### config.mk
export PLATFORM = sky130hd
export DESIGN_NAME = msrv32_imm_encoder
export DESIGN_NICKNAME = d
export VERILOG_FILES = /design/src/rtl/msrv32_imm_pkg.sv /design/src/rtl/msrv32_imm_pack.sv /design/src/rtl/msrv32_imm_encoder.sv
export SDC_FILE = /design/constraint.sdc
export NUM_CORES = 1
export LEC_CHECK = 0
export ABC_AREA = 1
export CORE_MARGIN = 3
export CORE_UTILIZATION = 44
export CTS_CLUSTER_SIZE = 30
export DETAILED_ROUTE_END_ITERATION = 8
export PLACE_DENSITY = 0.86
export SETUP_SLACK_MARGIN = 0.1
export SYNTH_ARGS = -nofsm -noshare
export SYNTH_HDL_FRONTEND = slang
export SYNTH_SLANG_ARGS = --single-unit
### constraint.sdc
create_clock -name clk_in -period 2.28 [get_ports clk_in]
set_clock_uncertainty 0.15 [all_clocks]
set_input_delay 0.456 -clock clk_in [delete_from_list [all_inputs] [get_ports clk_in]]
set_output_delay 0.456 -clock clk_in [all_outputs]
set_load 0.005 [all_outputs]
### src/rtl/msrv32_imm_pkg.sv
// Shared encodings for the RV32I immediate encoder: formats, FSM states,
// representable-range limits and the instruction-bit masks each format owns.
package msrv32_imm_pkg;

  typedef enum logic [2:0] {
    IMM_I   = 3'b000,
    IMM_S   = 3'b001,
    IMM_B   = 3'b010,
    IMM_U   = 3'b011,
    IMM_J   = 3'b100,
    IMM_CSR = 3'b101
  } imm_type_e;

  typedef enum logic [1:0] {
    ST_IDLE     = 2'b00,
    ST_HOLD     = 2'b01,
    ST_SPLIT_HI = 2'b10
  } state_e;

  localparam int IS_MIN  = -2048;
  localparam int IS_MAX  = 2047;
  localparam int B_MIN   = -4096;
  localparam int B_MAX   = 4094;
  localparam int J_MIN   = -1048576;
  localparam int J_MAX   = 1048574;
  localparam int CSR_MIN = 0;
  localparam int CSR_MAX = 31;

  // Masks over instruction bits [31:7] (index 0 == instruction bit 7).
  localparam logic [24:0] OWN_I   = 25'h1FFE000;
  localparam logic [24:0] OWN_SB  = 25'h1FC001F;
  localparam logic [24:0] OWN_UJ  = 25'h1FFFFE0;
  localparam logic [24:0] OWN_CSR = 25'h0001F00;

endpackage

### src/rtl/msrv32_imm_pack.sv
// Combinational field placement and range check for one immediate format.
// Bits outside the format's field come straight from base; on error the field is zeroed.
module msrv32_imm_pack
  import msrv32_imm_pkg::*;
(
  input  logic [2:0]  imm_type,
  input  logic [31:0] imm,
  input  logic [24:0] base,
  output logic [24:0] bits,
  output logic        err
);

  logic signed [31:0] simm;
  logic [24:0]        own;
  logic [24:0]        fld;

  assign simm = imm;

  always_comb begin
    own = '0;
    fld = '0;
    err = 1'b0;
    case (imm_type)
      IMM_I: begin
        own = OWN_I;
        fld = {imm[11:0], 13'b0};
        err = !(simm >= IS_MIN && simm <= IS_MAX);
      end
      IMM_S: begin
        own = OWN_SB;
        fld = {imm[11:5], 13'b0, imm[4:0]};
        err = !(simm >= IS_MIN && simm <= IS_MAX);
      end
      IMM_B: begin
        own = OWN_SB;
        fld = {imm[12], imm[10:5], 13'b0, imm[4:1], imm[11]};
        err = !(simm >= B_MIN && simm <= B_MAX && !imm[0]);
      end
      IMM_U: begin
        own = OWN_UJ;
        fld = {imm[31:12], 5'b0};
        err = (imm[11:0] != 12'h000);
      end
      IMM_J: begin
        own = OWN_UJ;
        fld = {imm[20], imm[10:1], imm[11], imm[19:12], 5'b0};
        err = !(simm >= J_MIN && simm <= J_MAX && !imm[0]);
      end
      IMM_CSR: begin
        own = OWN_CSR;
        fld = {12'b0, imm[4:0], 8'b0};
        err = !(simm >= CSR_MIN && simm <= CSR_MAX);
      end
      default: err = 1'b1;
    endcase
  end

  assign bits = err ? (base & ~own) : ((base & ~own) | (fld & own));

endmodule

### src/rtl/msrv32_imm_encoder.sv
// Handshaked RV32I immediate encoder with a one-cycle output register.
// Define MSRV32_IMM_SPLIT_EN to turn out-of-range I-type requests into a U + I pair.
module msrv32_imm_encoder
  import msrv32_imm_pkg::*;
(
  input  logic        clk_in,
  input  logic        rst_in,
  input  logic        valid_in,
  output logic        ready_out,
  input  logic [2:0]  imm_type_in,
  input  logic [31:0] imm_in,
  input  logic [24:0] base_in,
  output logic        valid_out,
  input  logic        ready_in,
  output logic [24:0] instr_out,
  output logic [2:0]  imm_type_out,
  output logic        last_out,
  output logic        err_out
);

  state_e      state, state_n;
  logic [24:0] pack_bits;
  logic        pack_err;
  logic [24:0] instr_n, lo_q, lo_n;
  logic [2:0]  type_n;
  logic        last_n, err_n;
  logic        accept, split_req;
  logic [19:0] hi_val;
  logic [24:0] hi_beat, lo_beat;

  msrv32_imm_pack u_pack (
    .imm_type (imm_type_in),
    .imm      (imm_in),
    .base     (base_in),
    .bits     (pack_bits),
    .err      (pack_err)
  );

  // (imm + 0x800) >> 12 reduces to rounding the upper 20 bits by imm[11].
  assign hi_val  = imm_in[31:12] + {19'b0, imm_in[11]};
  assign hi_beat = {hi_val, base_in[4:0]};
  assign lo_beat = {imm_in[11:0], base_in[4:0], base_in[7:0]};

`ifdef MSRV32_IMM_SPLIT_EN
  assign split_req = (imm_type_in == IMM_I) && pack_err;
`else
  assign split_req = 1'b0;
`endif

  assign valid_out = (state != ST_IDLE);
  assign ready_out = (state == ST_IDLE) || (state == ST_HOLD && ready_in && last_out);
  assign accept    = valid_in && ready_out;

  always_comb begin
    state_n = state;
    instr_n = instr_out;
    type_n  = imm_type_out;
    last_n  = last_out;
    err_n   = err_out;
    lo_n    = lo_q;
    case (state)
      ST_HOLD:     if (ready_in && !accept) state_n = ST_IDLE;
      ST_SPLIT_HI: if (ready_in) begin
        state_n = ST_HOLD;
        instr_n = lo_q;
        type_n  = IMM_I;
        last_n  = 1'b1;
        err_n   = 1'b0;
      end
      default: ;
    endcase
    if (accept) begin
      if (split_req) begin
        state_n = ST_SPLIT_HI;
        instr_n = hi_beat;
        type_n  = IMM_U;
        last_n  = 1'b0;
        err_n   = 1'b0;
        lo_n    = lo_beat;
      end else begin
        state_n = ST_HOLD;
        instr_n = pack_bits;
        type_n  = imm_type_in;
        last_n  = 1'b1;
        err_n   = pack_err;
      end
    end
  end

  always_ff @(posedge clk_in) begin
    if (rst_in) begin
      state        <= ST_IDLE;
      instr_out    <= '0;
      imm_type_out <= '0;
      last_out     <= 1'b0;
      err_out      <= 1'b0;
      lo_q         <= '0;
    end else begin
      state        <= state_n;
      instr_out    <= instr_n;
      imm_type_out <= type_n;
      last_out     <= last_n;
      err_out      <= err_n;
      lo_q         <= lo_n;
    end
  end

endmodule

# == Yosys cells after proc, flatten, opt, wreduce, memory -nomap -nowiden ==
# Index checks and enable logic that the tools add are counted.
# classes
mux,20
n_bitwise,4
shift,0
n_lt_le_gt_ge,8
multipliers,0
addsub,0
div_mod_pow,0
n_eq_ne,11
reduce_logical,32
# op_table
operator,n
$pmux W25 S6,1
$mux W25,4
$pmux W25 S4,1
$and A25 B25 Y25,2
$ge A32 B1 Y1 const B,1
$ge A32 B12 Y1 const B,1
$ge A32 B13 Y1 const B,1
$ge A32 B21 Y1 const B,1
$le A32 B12 Y1 const B,1
$le A32 B13 Y1 const B,1
$le A32 B21 Y1 const B,1
$le A32 B6 Y1 const B,1
$not A25 Y25,1
$or A25 B25 Y25,1
$reduce_bool A12 Y1,1
$logic_and A1 B1 Y1,10
$mux W3,3
$reduce_bool A2 Y1,4
$reduce_or A2 Y1,4
$mux W1,7
$eq A3 B2 Y1 const B,2
$eq A3 B3 Y1 const B,2
$logic_not A1 Y1,6
$reduce_and A3 Y1,2
15 further kinds,16
# word_totals
word_cells,81
rom_bits,0
latch_bits,0
input_bits,64
mem_bits_rw,0
regBits,32
memories,0
out_inout_bits,32

# == Logic depth before layout (Yosys ltp) ==
# depth
ltp_word,10
mapped_depth,14
depth_no_buf,13

# == By module ==
# From an unflattened synthesis, not the netlist that was laid out.
# unflattened
hier_cells,545
hier_area_um2,2937.8
# modules_own_cells
module,cells_per_inst,seq_area_each_um2,area_per_inst_um2,instances
msrv32_imm_encoder,258,620.6,1591.5,1
msrv32_imm_pack,287,0.0,1346.3,1

# == Least setup slack after synthesis ==
# OpenSTA, ideal clock, no wires.
# synth_timing
kind,input to register
start,in imm_in[0]
end,reg instr_out[13]
setup_time_ns,0.074
stages,12
n_path_buf,1
required_ns,2.056
slack_ns,0.465
t_arrival_ns,1.591
cell_sequence,inv_1 nand2_1 nor2_1 nand2_1 a21oi_1 nand3_2 nor2_4 nand3_4 inv_6 buf_12 nand2_2 a31oi_2
# synth_via
elab_chain_len,7
word_cells_on_any_way,26
classes_between,8 x order compare; 4 x mux; 2 x bitwise; 12 x reduce/logical
# synth_lines
element,line_no,source
from (decl),msrv32_imm_encoder.sv:11,"input logic [31:0] imm_in,"
"$ge A32 B21 Y1, or another cell as far along",msrv32_imm_pack.sv:47,err = !(simm >= J_MIN && simm <= J_MAX && !imm[0]);
$logic_and A1 B1 Y1 (on tied branches) (2 in series),"msrv32_imm_pack.sv:47, msrv32_imm_pack.sv:37",
$logic_not A1 Y1 (on tied branches),"msrv32_imm_pack.sv:47, msrv32_imm_pack.sv:37",
$pmux W1 S5,msrv32_imm_pack.sv:23,case (imm_type)
$mux W25 *,msrv32_imm_pack.sv:58,assign bits = err ? (base & ~own) : ((base & ~own) | (fld & own));
$mux W25 *,msrv32_imm_encoder.sv:72,if (accept) begin
to (signal assigned),msrv32_imm_encoder.sv:100,instr_out <= instr_n;
to (decl),msrv32_imm_encoder.sv:15,"output logic [24:0] instr_out,"
# Every way passes the cells marked *; elsewhere a longest branch is shown, timed or not.
# A chain may end at the register's enable or synchronous reset.

# == Worst setup path after layout ==
# layout_timing
start,in imm_in[27]
end,reg instr_out[23]
# layout_via
elab_chain_len,7
word_cells_on_any_way,21
classes_between,8 x order compare; 3 x mux; 10 x reduce/logical
# layout_lines
element,line_no
"$ge A32 B21 Y1, or another cell as far along",msrv32_imm_pack.sv:47
$logic_and A1 B1 Y1 (on tied branches) (2 in series),"msrv32_imm_pack.sv:47, msrv32_imm_pack.sv:37"
$logic_not A1 Y1 (on tied branches),"msrv32_imm_pack.sv:47, msrv32_imm_pack.sv:37"
$pmux W1 S5 *,msrv32_imm_pack.sv:23
$mux W25 *,msrv32_imm_pack.sv:58
$mux W25 *,msrv32_imm_encoder.sv:72
# Marks and branches as above.

==> out/qor_table.md <==
| Quantity | This run | Unit |
| --- | --- | --- |
| Outcome | finished clean | - |
| Number of placed I/O pins | 96 | - |
| Crit path required time | 2.35 | ns |
| Die extent in x | 80.0 | microns |
| Final core utilization | 0.775 | - |
| Number of nets in the synthesized netlist | 455 | - |
| Quantity of hold-fixing buffers added after cts | 0 | - |
| Largest net degree at the start of global routing | 46 | - |
| Floorplan die height | 80.0 | microns |
| Worst-Skew Late Latency | 0.28 | ns |
| Final Max Tran Viols | 0 | - |
| Average via count per standard cell | 5.27 | - |
| Buffer cell driving the clock tree root | sky130_fd_sc_hd__clkbuf_8 | - |
| Number of endpoints failing setup at the final stage | 0 | - |
| Area growth from synthesis to final layout | 67.4 | % |
| Switching share of power | 0.319 | - |
| Core area | 0.00520 | sq mm |
| Number of I/O port buffers | 95 | - |
| Max VDD drop | 0.000283 | V |
| DRC violations left | 0 | - |
| Worst slack after detailed placement | -0.367 | ns |
| Cells after Synth | 391 | - |
| Post-detail-place hpwl | 6850 | microns |
| Wire length after detailed routing | 8930 | microns |
| Min-Delay Path Class | flop to flop | - |
| Min Hold Slack | 0.318 | ns |
| P_leak | 0.00187 | uW |
| Area of the mapped netlist | 0.00241 | sq mm |
| Combinational power share | 0.401 | - |
| Final nets | 612 | - |
| Number of global-route vias before repair | 3138 | - |
| Placer Congestion | 0.945 | - |
| Crit Path Class | primary input to flop | - |
| Clock Sinks | 31 | - |
| Cell chain of the critical path | dlygate4sd2_1 -> nor2_1 -> nand3_2 -> nor2_2 -> and2_1 -> nand2_1 -> nand3_1 -> nand2_1 -> nand2_2 -> nand3_4 -> inv_8 -> buf_6 -> buf_4 -> nand2_2 -> a21oi_2 | - |
| Worst Tran Pin Value | 0.494 | ns |
| Number of antenna violations at the first check in global routing | 0 | - |
| Global-route wire length before repair | 14200 | microns |
| CP delay by family, top | simple AND/OR/NAND/NOR gates | - |
| Synthesis warning total | 0 | - |
| Max Fanout on Critical Path | 6 | - |
| DP Area | 0.00385 | sq mm |
| Internal Dissipation | 1200 | uW |
| Slack of the worst reg-to-reg path | 0.78 | ns |
| Most common cell after layout, fill and taps aside | sky130_fd_sc_hd__nand2_1 | - |
| Critical path launch point type | primary input | - |
| Critical path data arrival time | 2.17 | ns |
| Rel. slew slack | 0.670 | - |
| Fraction of the yosys area taken by sequential cells | 0.258 | - |
| Ratio of cells with drive above 1 in the final layout | 0.290 | - |
| Critical path's largest stage delay | 0.28 | ns |
| Flip-flop and latch count after synthesis | 31 | - |
| Proportion of power drawn by the clock network | 0.245 | - |
| Timing-limited maximum frequency | 478 | MHz |
| Most used DFF post-synth | sky130_fd_sc_hd__dfxtp_1 | - |
| Detailed-route via count | 3254 | - |
| Final worst-path cycle share | 0.918 | - |
| Pre-Repair DR Iteration Count | 5 | - |
| Slowest CP cell | sky130_fd_sc_hd__dlygate4sd2_1 | - |
| Least setup slack across all paths after layout | 0.187 | ns |
| Min Tclk post-route | 2.09 | ns |
| Final Cell Area | 0.00403 | sq mm |
| Capturing element type of the critical path | flop | - |
| Row Count | 26 | - |
| Post-synth EDFFs | 0 | - |
| Antenna cells | 0 | - |
| Grt ovf | 0 | - |
| Power per unit of standard cell area | 436 | mW/mm^2 |
| Fillers | 397 | - |
| Number of hold-slack violations in the final timing report | 0 | - |
| Buffers and inverters on the worst path | 4 | - |
| Clock edge transition at the registers on the reported setup and hold paths | 0.06 | ns |
| Initial Util | 0.463 | - |
| Mean instance size in the synthesized netlist | 6.16 | sq um |
| Setup repair after global routing missed its margin | no | - |
| CTS Buf Count | 5 | - |
| Count of cell types in the netlist | 30 | - |
| Number of levels in the clock H-tree | 2 | - |
| Combined global-route utilization of all metal layers | 0.280 | - |
| Post-detailed-route count of antenna-violating nets | 0 | - |
| Total Die Area | 0.00640 | sq mm |
| 1st-iter DRT viols | 191 | - |
| Max clock buf depth | 2 | - |
| Maxcap violations | 0 | - |
| Share of total power in sequential cells | 0.353 | - |
| Share of flip-flops with an asynchronous set or reset | 0 | - |
| Post-DR wirelength/cell | 14.5 | microns |
| Commonest non-fill, non-tap cells in the layout | 100 x sky130_fd_sc_hd__nand2_1, 62 x sky130_fd_sc_hd__buf_4, 59 x sky130_fd_sc_hd__clkdlybuf4s50_1 | - |
| CTS tree | built | - |
| P_sw | 562 | uW |
[logic make-up (layout without fill, tap and decap cells)]
family / after synthesis / in the layout / synth area share
buffers and inverters: 59 / 216 / 0.108
DFF: 31 / 31 / 0.258
and+or+nand+nor: 210 / 210 / 0.392
AOI/OAI and AO/OA: 91 / 91 / 0.242
[worst paths after layout]
check / startpoint / endpoint / cells past startpoint
worst max-delay path: imm_in[27] / instr_out[23] / 15
worst min-delay path: instr_out[8] / instr_out[8] / 2
worst max register to register: state[0] / instr_out[17] / 8
worst min register to register: instr_out[8] / instr_out[8] / 2
[worst min-delay path, cell delays in order (launching register included)]
cell and delay (ns):
sky130_fd_sc_hd__dfxtp_1 0.31, sky130_fd_sc_hd__nand2_1 0.06, sky130_fd_sc_hd__a21oi_1 0.06
[stage by stage]
| step | TNS [ns] | instances | total power [uW] |
|---|---|---|---|
| 3_3_place_gp | -7.01 | 604 | 1300 |
| 2_1_floorplan | 0 | 391 | 926 |
| 6_report | 0 | 618 | 1760 |
| 5_1_grt | 0 | 618 | 1850 |
| 4_1_cts | 0 | 618 | 1750 |
| 3_5_place_dp | -7.63 | 604 | 1320 |
[per-layer routing]
metal  wire length [microns]  GRT usage
met4                     288      0.117
met3                     687     0.0508
met1                    3630      0.335
met5                       0          0
met2                    4330      0.486
[what timing repair did]
item                       in CTS  in global routing
resized for setup              35                 38
buffers inserted                7                  0
pin swaps                       8                 15
setup endpoints to repair      26                 26
[final cells by class]
cell class / count / area (sq um) / area share
repair buffers: 161 / 1470 / 0.364
clock buffers: 6 / 82.6 / 0.0205
clock inverters: 1 / 5.00 / 0.00124
multi-input cells: 301 / 1580 / 0.393
inverters: 48 / 188 / 0.0465
well taps: 70 / 87.6 / 0.0217
flip-flops and latches: 31 / 621 / 0.154
[power groups by stage]
| stage | Sequential (uW) | Combinational (uW) | Clock [uW] |
|---|---|---|---|
| detailed placement | 632 | 690 | 0 |
| CTS | 621 | 697 | 431 |
| finish | 622 | 706 | 432 |
| floorplan | 634 | 291 | 0 |
| global placement | 630 | 670 | 0 |
| global route | 627 | 764 | 456 |
[synth_stat cells (3+ instances only)]
master                     number  area share
sky130_fd_sc_hd__a21oi_1       29       0.060
sky130_fd_sc_hd__a21oi_2        9       0.033
sky130_fd_sc_hd__a31oi_2       10       0.052
sky130_fd_sc_hd__clkbuf_1       6      0.0093
sky130_fd_sc_hd__dfxtp_1       31        0.26
sky130_fd_sc_hd__inv_1         40       0.062
sky130_fd_sc_hd__inv_2          5      0.0078
sky130_fd_sc_hd__nand2_1      103        0.16
sky130_fd_sc_hd__nand2_2       23       0.060
sky130_fd_sc_hd__nand3_1       15       0.031
sky130_fd_sc_hd__nand4_1        4       0.010
sky130_fd_sc_hd__nor2_1        51       0.079
sky130_fd_sc_hd__nor2_2         3      0.0078
sky130_fd_sc_hd__nor2_4         4       0.019
sky130_fd_sc_hd__nor3_1         3      0.0062
sky130_fd_sc_hd__o21ai_0       29       0.060
sky130_fd_sc_hd__o22ai_1        8       0.021
[flip-flops by register name, indices dropped and copies added, names as in the netlist]
| signal | count |
|---|---|
| state | 1 |
| last_out | 1 |
| imm_type_out | 3 |
| err_out | 1 |
| instr_out | 25 |
No activity file was read; power rests on OpenSTA's default activity.
